File: src/rtl/code_sequencer_if.sv
// Memory-port and playback-controller signals shared by the code sequencer
// (master) and the memory mux / code playback controller (slave).
interface code_sequencer_if #(
    parameter int ADDRESS_BITS = 13
);
    logic                    mem_owner_out;
    logic [ADDRESS_BITS-1:0] mem_address_out;
    logic [7:0]              mem_data_in;
    logic [ADDRESS_BITS-1:0] ctrl_base_address_out;
    logic                    ctrl_start_out;
    logic                    ctrl_abort_out;
    logic                    ctrl_busy_in;
    logic                    ctrl_fail_in;

    modport master (
        output mem_owner_out,
        output mem_address_out,
        input  mem_data_in,
        output ctrl_base_address_out,
        output ctrl_start_out,
        output ctrl_abort_out,
        input  ctrl_busy_in,
        input  ctrl_fail_in
    );

    modport slave (
        input  mem_owner_out,
        input  mem_address_out,
        output mem_data_in,
        input  ctrl_base_address_out,
        input  ctrl_start_out,
        input  ctrl_abort_out,
        output ctrl_busy_in,
        output ctrl_fail_in
    );
endinterface

File: src/rtl/code_sequencer.sv
// Playback scheduler: walks a per-region code table, hands each code base address
// to the playback controller, waits for it, then inserts a fixed inter-code gap.
module code_sequencer #(
    parameter int ADDRESS_BITS  = 13,
    parameter int CLK_MHZ       = 8,
    parameter int GAP_US        = 250,
    parameter int GAP_BITS      = 16,
    parameter int TABLE_BASE_0  = 0,
    parameter int TABLE_BASE_1  = 256,
    parameter int START_TIMEOUT = 15
) (
    input  logic             clock_in,
    input  logic             reset_in,
    input  logic             start_in,
    input  logic             region_in,
    output logic             busy_out,
    output logic             fail_out,
    output logic             done_strobe_out,
    output logic [7:0]       code_index_out,
    code_sequencer_if.master bus
);

    localparam int TO_BITS = (START_TIMEOUT > 1) ? $clog2(START_TIMEOUT) : 1;

    localparam logic [GAP_BITS-1:0]     GAP_LOAD   = GAP_BITS'(GAP_US * CLK_MHZ - 1);
    localparam logic [TO_BITS-1:0]      TO_LAST    = TO_BITS'(START_TIMEOUT - 1);
    localparam logic [ADDRESS_BITS-1:0] BASE_0     = ADDRESS_BITS'(TABLE_BASE_0);
    localparam logic [ADDRESS_BITS-1:0] BASE_1     = ADDRESS_BITS'(TABLE_BASE_1);
    localparam logic [ADDRESS_BITS-1:0] ADDR_ONE   = ADDRESS_BITS'(2'd1);
    localparam logic [ADDRESS_BITS-1:0] ADDR_TWO   = ADDRESS_BITS'(2'd2);
    localparam logic [GAP_BITS-1:0]     GAP_ONE    = GAP_BITS'(1'b1);
    localparam logic [GAP_BITS-1:0]     GAP_ZERO   = GAP_BITS'(1'b0);
    localparam logic [TO_BITS-1:0]      TO_ONE     = TO_BITS'(1'b1);
    localparam logic [TO_BITS-1:0]      TO_ZERO    = TO_BITS'(1'b0);

    typedef enum logic [3:0] {
        S_IDLE       = 4'd0,
        S_READ_COUNT = 4'd1,
        S_READ_LO    = 4'd2,
        S_READ_HI    = 4'd3,
        S_START      = 4'd4,
        S_WAIT_BUSY  = 4'd5,
        S_WAIT_DONE  = 4'd6,
        S_GAP        = 4'd7,
        S_FAIL       = 4'd8
    } state_t;

    state_t                  state_r;
    logic                    start_d_r;
    logic                    rd_phase_r;
    logic [7:0]              count_r;
    logic [7:0]              lo_r;
    logic [ADDRESS_BITS-1:0] ptr_r;
    logic [GAP_BITS-1:0]     gap_r;
    logic [TO_BITS-1:0]      timeout_r;
    logic                    start_edge_s;
    logic                    active_s;

    // An entry is usable only if no bit above the memory address range is set.
    function automatic logic entry_in_range(input logic [15:0] entry);
        logic ok;
        ok = 1'b1;
        for (int i = 0; i < 16; i++) begin
            if (i >= ADDRESS_BITS && entry[i]) begin
                ok = 1'b0;
            end else begin
                ok = ok;
            end
        end
        return ok;
    endfunction

    assign start_edge_s = start_in & ~start_d_r;
    assign active_s     = (state_r != S_IDLE) && (state_r != S_FAIL);

    // Sequencer FSM with all outputs registered.
    always_ff @(posedge clock_in) begin
        if (reset_in) begin
            state_r                   <= S_IDLE;
            start_d_r                 <= start_in;
            rd_phase_r                <= 1'b0;
            count_r                   <= 8'd0;
            lo_r                      <= 8'd0;
            ptr_r                     <= '0;
            gap_r                     <= '0;
            timeout_r                 <= '0;
            busy_out                  <= 1'b0;
            fail_out                  <= 1'b0;
            done_strobe_out           <= 1'b0;
            code_index_out            <= 8'd0;
            bus.mem_owner_out         <= 1'b0;
            bus.mem_address_out       <= '0;
            bus.ctrl_base_address_out <= '0;
            bus.ctrl_start_out        <= 1'b0;
            bus.ctrl_abort_out        <= 1'b0;
        end else begin
            start_d_r          <= start_in;
            done_strobe_out    <= 1'b0;
            bus.ctrl_start_out <= 1'b0;
            bus.ctrl_abort_out <= 1'b0;

            if (start_edge_s && active_s) begin
                // Button pressed mid-sequence: abort, keep the index for inspection.
                state_r            <= S_IDLE;
                busy_out           <= 1'b0;
                bus.mem_owner_out  <= 1'b0;
                bus.ctrl_abort_out <= 1'b1;
                rd_phase_r         <= 1'b0;
            end else begin
                case (state_r)
                    S_IDLE, S_FAIL: begin
                        if (start_edge_s) begin
                            state_r             <= S_READ_COUNT;
                            fail_out            <= 1'b0;
                            busy_out            <= 1'b1;
                            rd_phase_r          <= 1'b0;
                            bus.mem_owner_out   <= 1'b1;
                            bus.mem_address_out <= region_in ? BASE_1 : BASE_0;
                        end else begin
                            state_r <= state_r;
                        end
                    end

                    S_READ_COUNT: begin
                        if (!rd_phase_r) begin
                            rd_phase_r <= 1'b1;
                        end else begin
                            rd_phase_r <= 1'b0;
                            count_r    <= bus.mem_data_in;
                            if (bus.mem_data_in == 8'd0) begin
                                state_r           <= S_IDLE;
                                busy_out          <= 1'b0;
                                bus.mem_owner_out <= 1'b0;
                                done_strobe_out   <= 1'b1;
                            end else begin
                                state_r             <= S_READ_LO;
                                code_index_out      <= 8'd0;
                                ptr_r               <= bus.mem_address_out + ADDR_ONE;
                                bus.mem_address_out <= bus.mem_address_out + ADDR_ONE;
                            end
                        end
                    end

                    S_READ_LO: begin
                        // Phase 0 presents the high-byte address; phase 1 sees the low byte.
                        if (!rd_phase_r) begin
                            rd_phase_r          <= 1'b1;
                            bus.mem_address_out <= ptr_r + ADDR_ONE;
                        end else begin
                            rd_phase_r <= 1'b0;
                            lo_r       <= bus.mem_data_in;
                            state_r    <= S_READ_HI;
                        end
                    end

                    S_READ_HI: begin
                        bus.mem_owner_out <= 1'b0;
                        if (entry_in_range({bus.mem_data_in, lo_r})) begin
                            state_r                   <= S_START;
                            bus.ctrl_base_address_out <= ADDRESS_BITS'({bus.mem_data_in, lo_r});
                            bus.ctrl_start_out        <= 1'b1;
                        end else begin
                            state_r            <= S_FAIL;
                            fail_out           <= 1'b1;
                            busy_out           <= 1'b0;
                            bus.ctrl_abort_out <= 1'b1;
                        end
                    end

                    S_START: begin
                        state_r   <= S_WAIT_BUSY;
                        timeout_r <= TO_ZERO;
                    end

                    S_WAIT_BUSY: begin
                        if (bus.ctrl_busy_in) begin
                            state_r <= S_WAIT_DONE;
                        end else if (timeout_r == TO_LAST) begin
                            state_r            <= S_FAIL;
                            fail_out           <= 1'b1;
                            busy_out           <= 1'b0;
                            bus.ctrl_abort_out <= 1'b1;
                        end else begin
                            timeout_r <= timeout_r + TO_ONE;
                        end
                    end

                    S_WAIT_DONE: begin
                        // A failure reported together with busy falling still counts as failure.
                        if (bus.ctrl_fail_in) begin
                            state_r            <= S_FAIL;
                            fail_out           <= 1'b1;
                            busy_out           <= 1'b0;
                            bus.ctrl_abort_out <= 1'b1;
                        end else if (!bus.ctrl_busy_in) begin
                            state_r <= S_GAP;
                            gap_r   <= GAP_LOAD;
                        end else begin
                            state_r <= S_WAIT_DONE;
                        end
                    end

                    S_GAP: begin
                        if (gap_r != GAP_ZERO) begin
                            gap_r <= gap_r - GAP_ONE;
                        end else if (code_index_out == count_r - 8'd1) begin
                            state_r         <= S_IDLE;
                            busy_out        <= 1'b0;
                            done_strobe_out <= 1'b1;
                        end else begin
                            state_r             <= S_READ_LO;
                            rd_phase_r          <= 1'b0;
                            code_index_out      <= code_index_out + 8'd1;
                            ptr_r               <= ptr_r + ADDR_TWO;
                            bus.mem_address_out <= ptr_r + ADDR_TWO;
                            bus.mem_owner_out   <= 1'b1;
                        end
                    end

                    default: begin
                        state_r           <= S_IDLE;
                        busy_out          <= 1'b0;
                        bus.mem_owner_out <= 1'b0;
                    end
                endcase
            end
        end
    end

endmodule
File: src/flat_wrapper.sv
// flat-port wrapper written by rule: the top's interface ports become plain ports
module code_sequencer_flat 
#(
    parameter int ADDRESS_BITS  = 13,
    parameter int CLK_MHZ       = 8,
    parameter int GAP_US        = 250,
    parameter int GAP_BITS      = 16,
    parameter int TABLE_BASE_0  = 0,
    parameter int TABLE_BASE_1  = 256,
    parameter int START_TIMEOUT = 15
)
  (clock_in, reset_in, start_in, region_in, busy_out, fail_out, done_strobe_out, code_index_out, bus_mem_owner_out, bus_mem_address_out, bus_mem_data_in, bus_ctrl_base_address_out, bus_ctrl_start_out, bus_ctrl_abort_out, bus_ctrl_busy_in, bus_ctrl_fail_in);
  code_sequencer_if #(.ADDRESS_BITS(ADDRESS_BITS)) bus_i ();
  input  logic clock_in;
  input  logic reset_in;
  input  logic start_in;
  input  logic region_in;
  output logic busy_out;
  output logic fail_out;
  output logic done_strobe_out;
  output logic [7:0] code_index_out;
  output wire logic [$bits(bus_i.mem_owner_out)-1:0] bus_mem_owner_out;
  output wire logic [$bits(bus_i.mem_address_out)-1:0] bus_mem_address_out;
  input wire logic [$bits(bus_i.mem_data_in)-1:0] bus_mem_data_in;
  output wire logic [$bits(bus_i.ctrl_base_address_out)-1:0] bus_ctrl_base_address_out;
  output wire logic [$bits(bus_i.ctrl_start_out)-1:0] bus_ctrl_start_out;
  output wire logic [$bits(bus_i.ctrl_abort_out)-1:0] bus_ctrl_abort_out;
  input wire logic [$bits(bus_i.ctrl_busy_in)-1:0] bus_ctrl_busy_in;
  input wire logic [$bits(bus_i.ctrl_fail_in)-1:0] bus_ctrl_fail_in;
  assign bus_mem_owner_out = bus_i.mem_owner_out;
  assign bus_mem_address_out = bus_i.mem_address_out;
  assign bus_i.mem_data_in = bus_mem_data_in;
  assign bus_ctrl_base_address_out = bus_i.ctrl_base_address_out;
  assign bus_ctrl_start_out = bus_i.ctrl_start_out;
  assign bus_ctrl_abort_out = bus_i.ctrl_abort_out;
  assign bus_i.ctrl_busy_in = bus_ctrl_busy_in;
  assign bus_i.ctrl_fail_in = bus_ctrl_fail_in;
  code_sequencer #(.ADDRESS_BITS(ADDRESS_BITS), .CLK_MHZ(CLK_MHZ), .GAP_US(GAP_US), .GAP_BITS(GAP_BITS), .TABLE_BASE_0(TABLE_BASE_0), .TABLE_BASE_1(TABLE_BASE_1), .START_TIMEOUT(START_TIMEOUT)) u_core (.clock_in(clock_in), .reset_in(reset_in), .start_in(start_in), .region_in(region_in), .busy_out(busy_out), .fail_out(fail_out), .done_strobe_out(done_strobe_out), .code_index_out(code_index_out), .bus(bus_i));
endmodule
File: config.mk
export PLATFORM = sky130hd
export DESIGN_NAME = code_sequencer_flat
export DESIGN_NICKNAME = d
export VERILOG_FILES = /design/src/rtl/code_sequencer_if.sv /design/src/rtl/code_sequencer.sv /design/src/flat_wrapper.sv
export SDC_FILE = /design/constraint.sdc
export NUM_CORES = 1
export LEC_CHECK = 0
export CORE_MARGIN = 2
export CORE_UTILIZATION = 30
export CTS_BUF_LIST = sky130_fd_sc_hd__clkbuf_8
export DETAILED_ROUTE_END_ITERATION = 10
export GPL_ROUTABILITY_DRIVEN = 0
export GPL_TIMING_DRIVEN = 0
export HOLD_SLACK_MARGIN = 0.02
export SYNTH_ARGS = -nofsm -noshare
export SYNTH_HDL_FRONTEND = slang
export SYNTH_SLANG_ARGS = --single-unit
File: constraint.sdc
create_clock -name clock_in -period 3.35 [get_ports clock_in]
set_input_delay 0.335 -clock clock_in [delete_from_list [all_inputs] [get_ports clock_in]]
set_output_delay 0.335 -clock clock_in [all_outputs]
set_load 0.05 [all_outputs]
; ---- After elaboration in Yosys (flattened, before gate mapping)
; Index checks and enable logic that the tools add are counted.
[totals]
regBits = 95
input_bits = 14
output_inout_bits = 40
elab_cells = 163
[classes]
addsub = 7
n_eq_ne = 29
muxes = 74
n_bitwise = 6
n_reduce_logical = 30
[ops]
columns = cell, count
row1 = 13-bit 2-to-1 mux, 6
row2 = 13-bit one-hot mux with 4 select lines, 1
row3 = 16-bit 2-to-1 mux, 3
row4 = 4-bit 2-to-1 mux, 10
row5 = 1-bit 2-to-1 mux, 36
row6 = 8-bit 2-to-1 mux, 4
row7 = 16-bit one-hot mux with 2 select lines, 1
row8 = 4-bit one-hot mux with 8 select lines, 1
row9 = 13-bit by 1-bit adder with 13-bit output (second input constant), 2
row10 = 13-bit one-hot mux with 2 select lines, 1
row11 = 2-bit != test (second input constant), 10
row12 = 4-bit by 3-bit equality test with 1-bit output (second input constant), 4
row13 = 8-bit one-hot mux with 2 select lines, 1
row14 = 16-bit nonzero test, 1
row15 = 16-bit by 1-bit subtractor with 16-bit output (second input constant), 1
row16 = 2-bit by 1-bit != test with 1-bit output (second input constant), 7
row17 = 13-bit by 2-bit adder with 13-bit output (second input constant), 1
row18 = 6-bit AND reduction, 2
row19 = 4-bit nonzero test, 3
row20 = 10-bit AND reduction, 1
row21 = 5-bit AND reduction, 2
row22 = 9-bit 2-to-1 mux, 1
row23 = 3-bit AND reduction, 3
row24 = 8-bit by 1-bit adder with 8-bit output (second input constant), 1
row25 = other kinds (27), 43

; ---- Longest topological paths before layout
[depth]
depth_word = 9
depth_mapped = 10
depth_no_buf = 8

; ---- Worst setup path after synthesis
; No wires, ideal clock.
[synth_path]
kind = flip-flop to flip-flop
start = reg u_core.code_index_out[5]
end = reg u_core.bus.mem_address_out[10]
setup_ns = 0.121
t_arrival_ns = 2.432
required_time_ns = 3.229
setup_slack_ns = 0.797
path_stages_with_launch = 9
path_buffers = 2
cell_sequence = dfxtp_1 or3b_2 or4_1 nand3_1 o211a_1 or2_1 buf_2 buf_6 mux2_4
[synth_between]
elab_chain_len = 3
[synth_rtl]
columns = item, line_no
row1 = from (decl), code_sequencer.sv:19  ; output logic [7:0] code_index_out,
row2 = from (signal assigned), code_sequencer.sv:213  ; code_index_out <= code_index_out + 8'd1;
row3 = 8-bit equality test, code_sequencer.sv:206  ; end else if (code_index_out == count_r - 8'd1) begin
row4 = 2-bit != test (no line), --
row5 = 8-bit AND reduction (no line), --
row6 = to (signal assigned), code_sequencer.sv:139  ; bus.mem_address_out <= bus.mem_address_out + ADDR_ONE;
row7 = to (signal assigned), code_sequencer.sv:148  ; bus.mem_address_out <= ptr_r + ADDR_ONE;
row8 = to (signal assigned), code_sequencer.sv:215  ; bus.mem_address_out <= ptr_r + ADDR_TWO;
row9 = to (decl), code_sequencer_if.sv:17  ; output mem_address_out,
; Every way passes these cells.
; A chain may end at the register's enable or synchronous reset.

; ---- Worst setup path after layout
[layout_path]
start = reg u_core.state_r[1]
end = reg u_core.bus.mem_address_out[10]
[layout_between]
elab_chain_len = 5
word_cells_on_any_way = 20
cone_classes = eq/ne: 11 / mux: 1 / bitwise: 1 / reduce/logical: 7
[layout_rtl]
columns = item, line_no
row1 = from (decl), code_sequencer.sv:48  ; state_t state_r;
row2 = from (signal assigned), code_sequencer.sv:120  ; state_r <= state_r;
row3 = branches (longest 5 deep; another with 8-bit AND reduction), --
row4 = to (signal assigned), code_sequencer.sv:118  ; bus.mem_address_out <= region_in ? BASE_1 : BASE_0;
row5 = to (signal assigned), code_sequencer.sv:139
row6 = to (signal assigned), code_sequencer.sv:148
; Several ways; the timed one is not identified.

==> Implementation_results.wiki <==
{| class="wikitable"
! Metric !! Value
|-
| Result of the run || completed
|-
| Post-layout net count || 745
|-
| Number of unique standard cell types used by synthesis || 76
|-
| Area share of the largest cell type after synthesis || 34.3%
|-
| Leading cell types by total area after synthesis || sky130_fd_sc_hd__dfxtp_1 (34%), sky130_fd_sc_hd__mux2i_1 (6.0%), sky130_fd_sc_hd__nor2_1 (5.6%), sky130_fd_sc_hd__xnor2_1 (4.3%), sky130_fd_sc_hd__a21oi_1 (3.7%)
|-
| Reg clk slew, reported paths || 0.10 ns
|-
| Number of buffers added on ports || 52
|-
| GR Util All Layers || 16.8%
|-
| Launch instance of the worst register-to-register path || u_core.state_r[1]$_SDFFE_PP0P_
|-
| End point of the critical path || u_core.bus.mem_address_out[10]$_SDFFE_PP0P_
|-
| Pin count of the biggest net entering global routing || 21
|-
| 1st-iter DRT viols || 468
|-
| Clock Tree Root || sky130_fd_sc_hd__clkbuf_8
|-
| Antenna violations before repair || 0
|-
| EDFF count, synth || 0
|-
| Cells after synthesis || 660
|-
| Diodes inserted || 0
|-
| Post-synthesis async set-or-reset flop share || 0%
|-
| Cell type with the largest total area after synthesis || sky130_fd_sc_hd__dfxtp_1
|-
| Number of cells on the worst reg-to-reg path || 8
|-
| Total count of max-transition violations in the final report || 0
|-
| Total number of vias || 5,219
|-
| Most used flip-flop cell after synthesis || sky130_fd_sc_hd__dfxtp_1
|-
| Die area || 0.0196 mm²
|-
| Total Negative Setup Slacks || 0 ns
|-
| Number of fillers in the final layout || 1,932
|-
| Largest stage delay on the critical path || 0.93 ns
|-
| # DRC || 0
|-
| Hold Violations, Final || 0
|-
| Maximum clock frequency || 0.332 GHz
|-
| List of most frequent post-synthesis cells || sky130_fd_sc_hd__dfxtp_1 (95), sky130_fd_sc_hd__nor2_1 (82), sky130_fd_sc_hd__a21oi_1 (41)
|-
| TritonCTS clock tree || built
|-
| Average cell area after synthesis || 8.39 µm²
|-
| Final critical-path share of the clock period || 89.8%
|-
| Time the worst path needs with I/O delays and setup || 3.01 ns
|-
| Number of storage elements in the synthesis netlist || 95
|-
| Number of setup buffers added after CTS || 0
|-
| WP data arrival || 3.30 ns
|-
| Worst setup path class || flop to flop
|-
| Placeable Area || 0.0180 mm²
|-
| CTS-repair resized insts || 0
|-
| Fin Clk Skew || 0.0166 ns
|-
| IR Drop Worst-Case VDD || 0.000324 V
|-
| Wire length of the first global-routing pass || 26.5 mm
|-
| Number of global-route vias before repair || 4,897
|-
| Final Setup Violations || 0
|-
| Post-synth net total || 682
|-
| Clk sink count || 95
|-
| Source-to-sink clock delay at the later pin of the worst-skew pair || 0.40 ns
|-
| Chip Height || 140 µm
|-
| GRT overflow || 0
|-
| Std-Cell Rows || 49
|-
| Cell area after synthesis || 0.00554 mm²
|-
| Clk buf depth || 2
|-
| Largest driver fanout on the critical path || 10
|-
| WL final || 16.3 mm
|-
| List of cells traversed by the critical path || clkbuf_1, nor4b_2, a21oi_1, o211ai_4, or2_1, buf_2, buf_6, mux2_4
|-
| Fraction of the yosys area taken by sequential cells || 34.3%
|-
| Effective utilization at floorplan || 30.7%
|-
| Dominant cell by count in the synthesized netlist || sky130_fd_sc_hd__dfxtp_1
|-
| Launch point of the worst path || u_core.state_r[1]$_SDFFE_PP0P_
|-
| Leakage || 2.42 nW
|-
| Pre-CTS setup slack || 0.248 ns
|-
| Post-route antenna net violation count || 0
|-
| Max_cap viols || 0
|-
| Capturing element type of the critical path || flop
|-
| Power density normalized to cell area || 472 mW/mm²
|-
| # hold bufs at CTS || 0
|-
| Share of layout cells above drive strength 1 || 8.10%
|-
| Num CTS Buffers || 9
|-
| HP Class || input pin to flop
|-
| Num ports || 54
|-
| Min setup slack post-route || 0.342 ns
|-
| Required time of the worst setup path || 3.64 ns
|-
| Endpoint of the worst register-to-register path || u_core.bus.mem_address_out[10]$_SDFFE_PP0P_
|-
| Worst slew slack as a fraction of its limit || 28.4%
|-
| Chip width || 140 µm
|-
| CTS H-tree depth || 3
|-
| Crit-path slowest cell || sky130_fd_sc_hd__nor4b_2
|-
| Post-layout power || 3.09 mW
|-
| Average via count per standard cell || 5.45
|-
| Count of TritonRoute iterations in the first routing pass || 5
|-
| RSZ-0062 raised after global routing || no
|-
| Kind of start point of the critical path || flop
|-
| Worst-margin pin slew || 1.07 ns
|-
| Number of synthesis warnings || 0
|-
| Internal reg-to-reg setup slack || 0.34 ns
|-
| HPWL Detailed || 11.8 mm
|-
| Layout overhead on the synthesized area || 18.4%
|-
| Final routed wire length divided by cell count || 17.1 µm
|}
metrics by stage:
stage | hold WS [ns] | instance area [µm²] | std cells | utilization, %
final | 0.442 | 6560 | 957 | 36.4
after global routing | 0.448 | 6560 | 957 | 36.4
after CTS | 0.432 | 6560 | 957 | 36.4
after detailed placement | 0.468 | 6350 | 941 | 35.2
after global placement | 0.466 | 6350 | 941 | 35.2
after floorplan | 0.363 | 5540 | 660 | -
state kept, by name, indices dropped and copies added (netlist names), 4 cells and up:
signal	cells
u_core.lo_r	8
u_core.bus.ctrl_base_address_out	13
u_core.bus.mem_address_out	13
u_core.code_index_out	8
u_core.state_r	4
u_core.count_r	8
u_core.gap_r	16
u_core.ptr_r	13
u_core.timeout_r	4
final cells by class:
| cell class | instances | area, µm² | area share, % |
|---|---|---|---|
| well taps | 229 | 287 | 4.37 |
| multi-input cells | 515 | 3420 | 52.1 |
| inverters | 12 | 45.0 | 0.687 |
| repair buffers | 52 | 520 | 7.94 |
| plain buffers | 38 | 176 | 2.69 |
| clock inverters | 7 | 86.3 | 1.32 |
| flip-flops and latches | 95 | 1900 | 29.0 |
| clock buffers | 9 | 124 | 1.89 |
worst max-delay path, delay by kind of cell, from the launching register on:
kind / cells / cell delay [ns]
buf+inv: 3 / 0.66
mux: 1 / 0.31
compound gates: 2 / 0.47
flops: 1 / 0.38
simple gates: 2 / 1.08
layout by cell type, fill, tap and decap left out, types with 6 or more instances in the layout:
cell type | Yosys | layout
sky130_fd_sc_hd__a22oi_1 | 7 | 7
sky130_fd_sc_hd__mux2i_1 | 33 | 33
sky130_fd_sc_hd__and3_1 | 8 | 8
sky130_fd_sc_hd__nand4_1 | 14 | 14
sky130_fd_sc_hd__buf_2 | 6 | 6
sky130_fd_sc_hd__clkbuf_8 | 0 | 9
sky130_fd_sc_hd__nor3_1 | 25 | 25
sky130_fd_sc_hd__o31ai_1 | 16 | 16
sky130_fd_sc_hd__nand2_1 | 39 | 39
sky130_fd_sc_hd__a31o_2 | 7 | 7
sky130_fd_sc_hd__nor2_1 | 82 | 82
sky130_fd_sc_hd__nand3_1 | 22 | 22
sky130_fd_sc_hd__xnor2_1 | 27 | 27
sky130_fd_sc_hd__dfxtp_1 | 95 | 95
sky130_fd_sc_hd__clkdlybuf4s50_1 | 0 | 52
sky130_fd_sc_hd__nor2b_1 | 11 | 11
sky130_fd_sc_hd__a31oi_1 | 7 | 7
sky130_fd_sc_hd__inv_1 | 12 | 12
sky130_fd_sc_hd__or3_1 | 10 | 10
sky130_fd_sc_hd__xor2_1 | 7 | 7
sky130_fd_sc_hd__or4_1 | 6 | 6
sky130_fd_sc_hd__a21oi_1 | 41 | 41
sky130_fd_sc_hd__nand2b_1 | 11 | 11
sky130_fd_sc_hd__o21ai_0 | 24 | 24
sky130_fd_sc_hd__ha_1 | 8 | 8
sky130_fd_sc_hd__o211ai_1 | 16 | 16
sky130_fd_sc_hd__nor4_1 | 10 | 10
sky130_fd_sc_hd__clkbuf_1 | 24 | 24
metal layers:
layer  vias to the layer above  share of wire [%]  GRT usage (%)
met5                         -                  0              0
met4                         0                1.8           5.00
met3                        22                5.1           4.13
met2                       139                 45           25.6
met1                      2476                 48           23.6
li1                       2582                  -              -
where the power goes:
part | total [mW] | internal (mW) | switching, mW | leakage, nW
clock network | 0.804 | 0.299 | 0.504 | 0.104
registers | 1.26 | 1.18 | 0.0785 | 0.767
logic | 1.03 | 0.355 | 0.670 | 1.55
total | 3.09 | 1.84 | 1.25 | 2.42
cells by family after synthesis:
family	count (synthesis)	synth area share (%)
muxes	37	6.84
DFF	95	34.3
buffers and inverters	50	4.00
AOI/OAI and AO/OA	168	22.0
and+or+nand+nor	268	25.6
adders and majority gates	8	1.81
xor gates and xnor gates	34	5.38
worst min path at each step:
| stage | start | end | slack, ns | cells after the start |
|---|---|---|---|---|
| after floorplan | start_in | u_core.start_d_r$_DFF_P_ | 0.36 | 0 |
| after global placement | u_core.fail_out$_SDFFE_PP0P_ | u_core.fail_out$_SDFFE_PP0P_ | 0.47 | 2 |
| after detailed placement | u_core.fail_out$_SDFFE_PP0P_ | u_core.fail_out$_SDFFE_PP0P_ | 0.47 | 2 |
| after CTS | start_in | u_core.start_d_r$_DFF_P_ | 0.43 | 1 |
| after global routing | start_in | u_core.start_d_r$_DFF_P_ | 0.45 | 1 |
| final | start_in | u_core.start_d_r$_DFF_P_ | 0.44 | 1 |
(Power assumes the default switching activity.)
